File: config.mk
export PLATFORM = sky130hd
export DESIGN_NAME = agc_seq_ctrl
export DESIGN_NICKNAME = d
export VERILOG_FILES = /design/src/rtl/agc_seq_ctrl_pkg.sv /design/src/rtl/agc_seq_ctrl_oc_adder.sv /design/src/rtl/agc_seq_ctrl.sv
export SDC_FILE = /design/constraint.sdc
export NUM_CORES = 1
export LEC_CHECK = 0
export CELL_PAD_IN_SITES_DETAIL_PLACEMENT = 2
export CELL_PAD_IN_SITES_GLOBAL_PLACEMENT = 2
export CORE_UTILIZATION = 30
export DETAILED_ROUTE_END_ITERATION = 6
export PLACE_DENSITY_LB_ADDON = 0.05
export SLEW_MARGIN = 10
export SYNTH_ARGS = -nofsm -noshare
export SYNTH_HDL_FRONTEND = slang
export SYNTH_HIERARCHICAL = 1
export SYNTH_SLANG_ARGS = --single-unit
File: constraint.sdc
create_clock -name clk -period 6.6 [get_ports clk]
set_input_delay 0.66 -clock clk [delete_from_list [all_inputs] [get_ports clk]]
set_output_delay 0.66 -clock clk [all_outputs]
set_load 0.005 [all_outputs]
File: src/rtl/agc_seq_ctrl_pkg.sv
`default_nettype none
// ============================================================================
// Module : agc_seq_ctrl_pkg
// Brief  : Shared opcodes, register map, state encoding and CCS helper.
// Rev    : 1.0
// ============================================================================
package agc_seq_ctrl_pkg;

  typedef enum logic [2:0] {
    S_IDLE   = 3'd0,
    S_FETCH  = 3'd1,
    S_DECODE = 3'd2,
    S_OPRD   = 3'd3,
    S_EXEC   = 3'd4,
    S_WB     = 3'd5
  } state_t;

  localparam logic [2:0] OP_TC   = 3'd0;
  localparam logic [2:0] OP_CCS  = 3'd1;
  localparam logic [2:0] OP_NOP  = 3'd2;
  localparam logic [2:0] OP_XCH  = 3'd3;
  localparam logic [2:0] OP_CS   = 3'd4;
  localparam logic [2:0] OP_TS   = 3'd5;
  localparam logic [2:0] OP_AD   = 3'd6;
  localparam logic [2:0] OP_MASK = 3'd7;

  localparam int unsigned REG_A    = 0;
  localparam int unsigned REG_Q    = 1;
  localparam int unsigned REG_Z    = 2;
  localparam int unsigned EXTEND_K = 6;

  // Skip distance for CCS: +nonzero 0, +0 1, -nonzero 2, -0 3.
  function automatic logic [1:0] ccs_skip(input logic is_neg, input logic is_zero);
    return {is_neg, is_zero};
  endfunction

endpackage
`default_nettype wire

File: src/rtl/agc_seq_ctrl_oc_adder.sv
`default_nettype none
// ============================================================================
// Module : oc_adder
// Brief  : Combinational ones'-complement adder with end-around carry.
// Rev    : 1.0
// ============================================================================
module oc_adder #(
  parameter int unsigned DATA_W = 15
) (
  input  logic [DATA_W-1:0] a,
  input  logic [DATA_W-1:0] b,
  output logic [DATA_W-1:0] sum
);

  logic [DATA_W:0] raw;

  assign raw = {1'b0, a} + {1'b0, b};
  // A carry-out leaves the low bits at most all-ones minus one, so one fold suffices.
  assign sum = raw[DATA_W-1:0] + {{(DATA_W-1){1'b0}}, raw[DATA_W]};

endmodule
`default_nettype wire

File: src/rtl/agc_seq_ctrl.sv
`default_nettype none
// ============================================================================
// Module : agc_seq_ctrl
// Brief  : Five-state fetch/decode/operand/execute/write-back AGC control unit.
// Rev    : 1.0
// ============================================================================
module agc_seq_ctrl
  import agc_seq_ctrl_pkg::*;
#(
  parameter int unsigned       DATA_W   = 15,
  parameter int unsigned       ADDR_W   = 12,
  parameter logic [ADDR_W-1:0] RESET_PC = 12'h800
) (
  input  logic              clk,
  input  logic              rst_n,
  input  logic              run,
  output logic              mem_re,
  output logic              mem_we,
  output logic [ADDR_W-1:0] mem_addr,
  output logic [DATA_W-1:0] mem_wdata,
  input  logic [DATA_W-1:0] mem_rdata,
  output logic              instr_done,
  output logic              extracode,
  output logic [DATA_W-1:0] a_o,
  output logic [ADDR_W-1:0] z_o
);

  localparam logic [DATA_W-1:0] PZERO  = {DATA_W{1'b0}};
  localparam logic [DATA_W-1:0] MZERO  = {DATA_W{1'b1}};
  localparam logic [DATA_W-1:0] OC_ONE = {{(DATA_W-1){1'b0}}, 1'b1};

  state_t              state_q, state_d;
  logic [DATA_W-1:0]   a_q, a_d, q_q, q_d, ir_q, ir_d, res_q, res_d;
  logic [ADDR_W-1:0]   z_q, z_d;
  logic                ext_q, ext_d;
  logic                mem_re_q, mem_re_d, mem_we_q, mem_we_d, done_q, done_d;
  logic [ADDR_W-1:0]   mem_addr_q, mem_addr_d;
  logic [DATA_W-1:0]   mem_wdata_q, mem_wdata_d;

  logic [2:0]          op;
  logic [ADDR_W-1:0]   k;
  logic [DATA_W-1:0]   fetch_word, opnd_word, add_x, add_y, add_sum;
  logic                k_int, is_extend, m_sign, m_zero;
  logic                do_tc, do_ccs, do_xch, do_cs, do_ts, do_ad, do_su, do_mask;

  function automatic logic is_reg(input logic [ADDR_W-1:0] addr);
    return addr <= ADDR_W'(REG_Z);
  endfunction

  assign op = ir_q[DATA_W-1 -: 3];
  assign k  = ir_q[ADDR_W-1:0];

  assign k_int     = is_reg(k);
  assign is_extend = (op == OP_TC) && (k == ADDR_W'(EXTEND_K));
  assign do_tc     = (op == OP_TC) && !is_extend;
  assign do_ccs    = (op == OP_CCS)  && !ext_q;
  assign do_xch    = (op == OP_XCH)  && !ext_q;
  assign do_cs     = (op == OP_CS)   && !ext_q;
  assign do_ts     = (op == OP_TS)   && !ext_q;
  assign do_ad     = (op == OP_AD)   && !ext_q;
  assign do_su     = (op == OP_AD)   &&  ext_q;
  assign do_mask   = (op == OP_MASK) && !ext_q;

  // Addresses 0..2 alias the central registers instead of memory.
  always_comb begin
    fetch_word = mem_rdata;
    if (z_q == ADDR_W'(REG_A))      fetch_word = a_q;
    else if (z_q == ADDR_W'(REG_Q)) fetch_word = q_q;
    else if (z_q == ADDR_W'(REG_Z)) fetch_word = {{(DATA_W-ADDR_W){1'b0}}, z_q};

    opnd_word = mem_rdata;
    if (k == ADDR_W'(REG_A))        opnd_word = a_q;
    else if (k == ADDR_W'(REG_Q))   opnd_word = q_q;
    else if (k == ADDR_W'(REG_Z))   opnd_word = {{(DATA_W-ADDR_W){1'b0}}, z_q};
  end

  assign m_sign = opnd_word[DATA_W-1];
  assign m_zero = (opnd_word == PZERO) || (opnd_word == MZERO);

  always_comb begin
    add_x = a_q;
    add_y = opnd_word;
    if (do_ccs) begin
      add_x = m_sign ? ~opnd_word : opnd_word;
      add_y = ~OC_ONE;
    end else if (do_su) begin
      add_y = ~opnd_word;
    end
  end

  oc_adder #(.DATA_W(DATA_W)) u_oc_adder (
    .a   (add_x),
    .b   (add_y),
    .sum (add_sum)
  );

  always_comb begin
    state_d     = state_q;
    a_d         = a_q;
    q_d         = q_q;
    z_d         = z_q;
    ext_d       = ext_q;
    ir_d        = ir_q;
    res_d       = res_q;
    mem_re_d    = 1'b0;
    mem_we_d    = 1'b0;
    mem_addr_d  = '0;
    mem_wdata_d = '0;
    done_d      = 1'b0;

    unique case (state_q)
      S_IDLE: begin
        if (run) begin
          state_d    = S_FETCH;
          mem_addr_d = z_q;
          mem_re_d   = !is_reg(z_q);
        end
      end
      S_FETCH: state_d = S_DECODE;
      S_DECODE: begin
        state_d    = S_OPRD;
        ir_d       = fetch_word;
        z_d        = z_q + ADDR_W'(1);
        mem_addr_d = fetch_word[ADDR_W-1:0];
        mem_re_d   = (fetch_word[DATA_W-1 -: 3] != OP_TC) && !is_reg(fetch_word[ADDR_W-1:0]);
      end
      S_OPRD: state_d = S_EXEC;
      S_EXEC: begin
        state_d = S_WB;
        done_d  = 1'b1;
        res_d   = a_q;
        if (do_ccs) begin
          res_d = m_zero ? PZERO : add_sum;
          z_d   = z_q + ADDR_W'(ccs_skip(m_sign, m_zero));
        end else if (do_ad || do_su) begin
          res_d = add_sum;
        end else if (do_xch) begin
          res_d = opnd_word;
        end else if (do_cs) begin
          res_d = ~opnd_word;
        end else if (do_mask) begin
          res_d = a_q & opnd_word;
        end
        if ((do_xch || do_ts) && !k_int) begin
          mem_we_d    = 1'b1;
          mem_addr_d  = k;
          mem_wdata_d = a_q;
        end
      end
      S_WB: begin
        a_d   = res_q;
        ext_d = is_extend;
        if (do_tc) begin
          q_d = {{(DATA_W-ADDR_W){1'b0}}, z_q};
          z_d = k;
        end
        // Internal stores land last so TS/XCH to Z override the incremented PC.
        if ((do_xch || do_ts) && k_int) begin
          if (k == ADDR_W'(REG_A))      a_d = a_q;
          else if (k == ADDR_W'(REG_Q)) q_d = a_q;
          else                          z_d = a_q[ADDR_W-1:0];
        end
        if (run) begin
          state_d    = S_FETCH;
          mem_addr_d = z_d;
          mem_re_d   = !is_reg(z_d);
        end else begin
          state_d = S_IDLE;
        end
      end
      default: state_d = S_IDLE;
    endcase
  end

  always_ff @(posedge clk or negedge rst_n) begin
    if (!rst_n) begin
      state_q     <= S_IDLE;
      a_q         <= '0;
      q_q         <= '0;
      z_q         <= RESET_PC;
      ext_q       <= 1'b0;
      ir_q        <= '0;
      res_q       <= '0;
      mem_re_q    <= 1'b0;
      mem_we_q    <= 1'b0;
      mem_addr_q  <= '0;
      mem_wdata_q <= '0;
      done_q      <= 1'b0;
    end else begin
      state_q     <= state_d;
      a_q         <= a_d;
      q_q         <= q_d;
      z_q         <= z_d;
      ext_q       <= ext_d;
      ir_q        <= ir_d;
      res_q       <= res_d;
      mem_re_q    <= mem_re_d;
      mem_we_q    <= mem_we_d;
      mem_addr_q  <= mem_addr_d;
      mem_wdata_q <= mem_wdata_d;
      done_q      <= done_d;
    end
  end

  assign mem_re     = mem_re_q;
  assign mem_we     = mem_we_q;
  assign mem_addr   = mem_addr_q;
  assign mem_wdata  = mem_wdata_q;
  assign instr_done = done_q;
  assign extracode  = ext_q;
  assign a_o        = a_q;
  assign z_o        = z_q;

endmodule
`default_nettype wire

==> results.yml <==
worst_setup_path:
  cpMostUsedCell: "ha_1"
  critical_path.top_delay_family: "compound AO/OA/AOI/OAI gates"
  start_kind: "flip-flop"
  critical_path.max_fanout: 23
  cp.arrival_ps: 6560
  cp.buffers_inverters: 2
  path_cells: "or4_1 -> or4_1 -> buf_4 -> a221oi_4 -> buf_4 -> xnor2_1 -> o21ai_0 -> ha_1 -> a211o_1 -> o31ai_2 -> o21a_1 -> o21ai_0 -> a21o_1 -> a21o_1 -> ha_1 -> ha_1 -> and4_2 -> and2_2 -> nand2_1 -> xnor2_1 -> o221a_2 -> a221o_1"
  critPathSlowestCell: "or4_1"
  path_class: "flip-flop to flip-flop"
  worst_path_largest_cell_delay_ps: 650
  worstPathRequired_ps: 6860
  end_kind: "flip-flop"
timing:
  period_minus_slack_ps: 6300
  slew_violations: 0
  timing.hold.ws_ps: 251.4
  setup_viol: 0
  hold_viol_final: 0
  slew_headroom: 0.2914
  worst_slack_ps: 299.9
  finalSetupTns_ps: 0
  skew_ps: 16.04
  fmax_mhz: 158.7
  worst_pin_slew_ps: 1060
  rsz0062_at_grt: "no"
  post-route-period-util: 0.9546
routing:
  top_layer: "met5"
  wire_per_inst_um: 25.41
  ant_nets: 0
  drt_iter0_drc: 587
  drt_pass1_iterations: 5
  vias: 8906
  wl_um: 38510
  remaining_drc_errors: 0
  wl_met1_um: 19430
  wl_met2_um: 16850
  wl_met3_um: 1433
  post_drt_via_cell_ratio: 5.875
synth:
  yosysUniqueCellTypes: 80
  yosysSeqAreaShare: 0.3105
  synth_edf_count: 0
  async_reset_ff_frac: 1.000
  syn_area_sq_mm: 0.008547
  syn-num-nets: 1129
  ys_ff_latch: 106
  yosys_warnings: 6
  yosysTopAreaCellShare: 0.3074
  synthFlopType: "dfrtp_1"
  synth.avg_cell_area_sq_um: 7.841
  synth_largest_area_cell: "dfrtp_1"
  syn_inst: 1090
  yosys-top-cells-area: "dfrtp_1, nand2_1, a21oi_1"
layout:
  layoutNonFillerInstCount: 1516
  layout_common_cells: "nand2_1, dfrtp_1, nor2_1"
  final_common_cell: "nand2_1"
  n_antenna_cell: 0
  syn2layout_area_growth_pct: 18.23
  drive_gt1_frac: 0.1037
  stdcell_area_sq_mm: 0.01010
  utilization: 0.3617
  nNetsFinal: 1172
floorplan:
  die_x_um: 170.8
  die_y_um: 170.8
  start_util: 0.3060
  ios: 76
  core_sq_mm: 0.02793
  num_rows: 61
  dieArea_sq_mm: 0.02917
placed_design:
  dp_slack_ps: 160.3
  numPlacedInstances: 1500
  io_buffers: 75
  gp_congestion: 0.8371
  placedInstanceArea_sq_mm: 0.009802
  place_hpwl_um: 28750
cts:
  cts_buffers: 9
  insertion_delay_ps: 370
  cts-root-buf: "clkbuf_16"
  tritoncts: "built"
  htreeDepth: 3
  path_clk_slew_ps: 90
  clock_path_buffers: 2
  postCtsSetupBuffers: 0
  numClockSinks: 106
power_and_ir_drop:
  power.leakage_nw: 4.287
  vdd_drop_max_mv: 0.2117
  totalPowerFinal_mw: 5.624
  power_density_mw_per_mm2: 556.6
global_routing:
  grt_max_degree: 66
  antenna_found_initial: 3
  grt_pass1_vias: 8992
  overflow: 0
  grt_usage: 0.2720
  grt_pass1_wl_um: 58690
outcome:
  status: "finished, final reports clean"
run:
  cap_violations: 0
min_path:
  min_path_type: "input pin to async pin"
## Yosys cell counts (3+ instances only)
cell        n
nor2b_1     7
o21ai_1     6
o31a_1      7
and2_1     28
ha_1       19
o211a_1     5
a221oi_1   23
a211o_1    14
a21o_1     16
nand2b_1   11
nand3_1    33
inv_1      11
o31ai_1     3
o32a_1      7
buf_1      17
a221o_1    15
nand2_1   185
a21oi_1    83
mux2_2     19
xnor2_1    47
a22oi_1     3
o221ai_1   13
nand4_1    14
clkbuf_1   73
o22ai_1    22
nor3_1     15
o21ai_0    70
and3_1      4
a31oi_1    14
buf_2       3
nor4_1      7
dfrtp_1   105
nand3b_1    4
xor2_1      6
a211oi_1    3
or4_1       4
nor2_1     99
mux2i_1    22
## sequential cells by signal (all words and copies together) (netlist names)
| signal | cells |
|---|---|
| mem_wdata | 15 |
| z_o | 12 |
| mem_addr | 12 |
| q_q | 15 |
| a_o | 15 |
| extracode | 1 |
| mem_we | 1 |
| ir_q | 15 |
| mem_re | 1 |
| res_q | 15 |
| state_q | 3 |
| instr_done | 1 |
## layout make-up
| type | count | area [sq um] |
|---|---|---|
| tap | 378 | 473.0 |
| timing repair buffer | 129 | 1154 |
| fill | 3230 | 17830 |
| multi-input combinational | 875 | 5490 |
| clock buffer | 10 | 229.0 |
| clock inverter | 6 | 60.06 |
| sequential | 106 | 2654 |
| inverter | 12 | 45.04 |
## logic make-up after synthesis
group	after synthesis	share of synthesized area
simple gates	430	0.2325
xor+xnor	54	0.05621
mux	41	0.05080
compound gates	329	0.2666
buf+inv	109	0.05094
fa+ha+maj	21	0.03250
flops	106	0.3105
## repair_timing
action                     CTS  global route
hold buffers                 0             0
resized for setup            0             3
setup endpoints to repair    0             3
## worst reg2reg max path: cells and delay by family, from the launching register on
family / cells / cell delay [ps]
buffers and inverters: 2 / 550
DFF: 1 / 420
adders and majority gates: 3 / 910
xor gates and xnor gates: 2 / 240
AOI/OAI and AO/OA: 10 / 2440
and+or+nand+nor: 5 / 1630
## layer usage
| layer | vias to the layer above | GRT usage |
|---|---|---|
| met3 | 42 | 0.02822 |
| li1 | 4034 | - |
| met1 | 4614 | 0.4065 |
| met5 | - | 0.01739 |
| met2 | 214 | 0.4099 |
| met4 | 2 | 0.07129 |
## power breakdown
part | total, mW | internal, mW | switching (mW)
Combinational | 3.81 | 1.48 | 2.33
Sequential | 1.24 | 0.899 | 0.340
Clock | 0.573 | 0.267 | 0.306
Total | 5.62 | 2.65 | 2.98
## path summary, 6_finish.rpt
check / cells after the start / startpoint / endpoint / slack (ps)
max: 22 / ir_q[7] / res_q[12] / 300
min: 1 / rst_n / mem_we / 250
max reg2reg: 22 / ir_q[7] / res_q[12] / 300
min reg2reg: 2 / res_q[0] / a_o[0] / 510
max in group asynchronous: 2 / rst_n / res_q[2] / 4950
min in group clk: 2 / res_q[0] / a_o[0] / 510
Note: power is estimated with default switching activity, not from simulation.
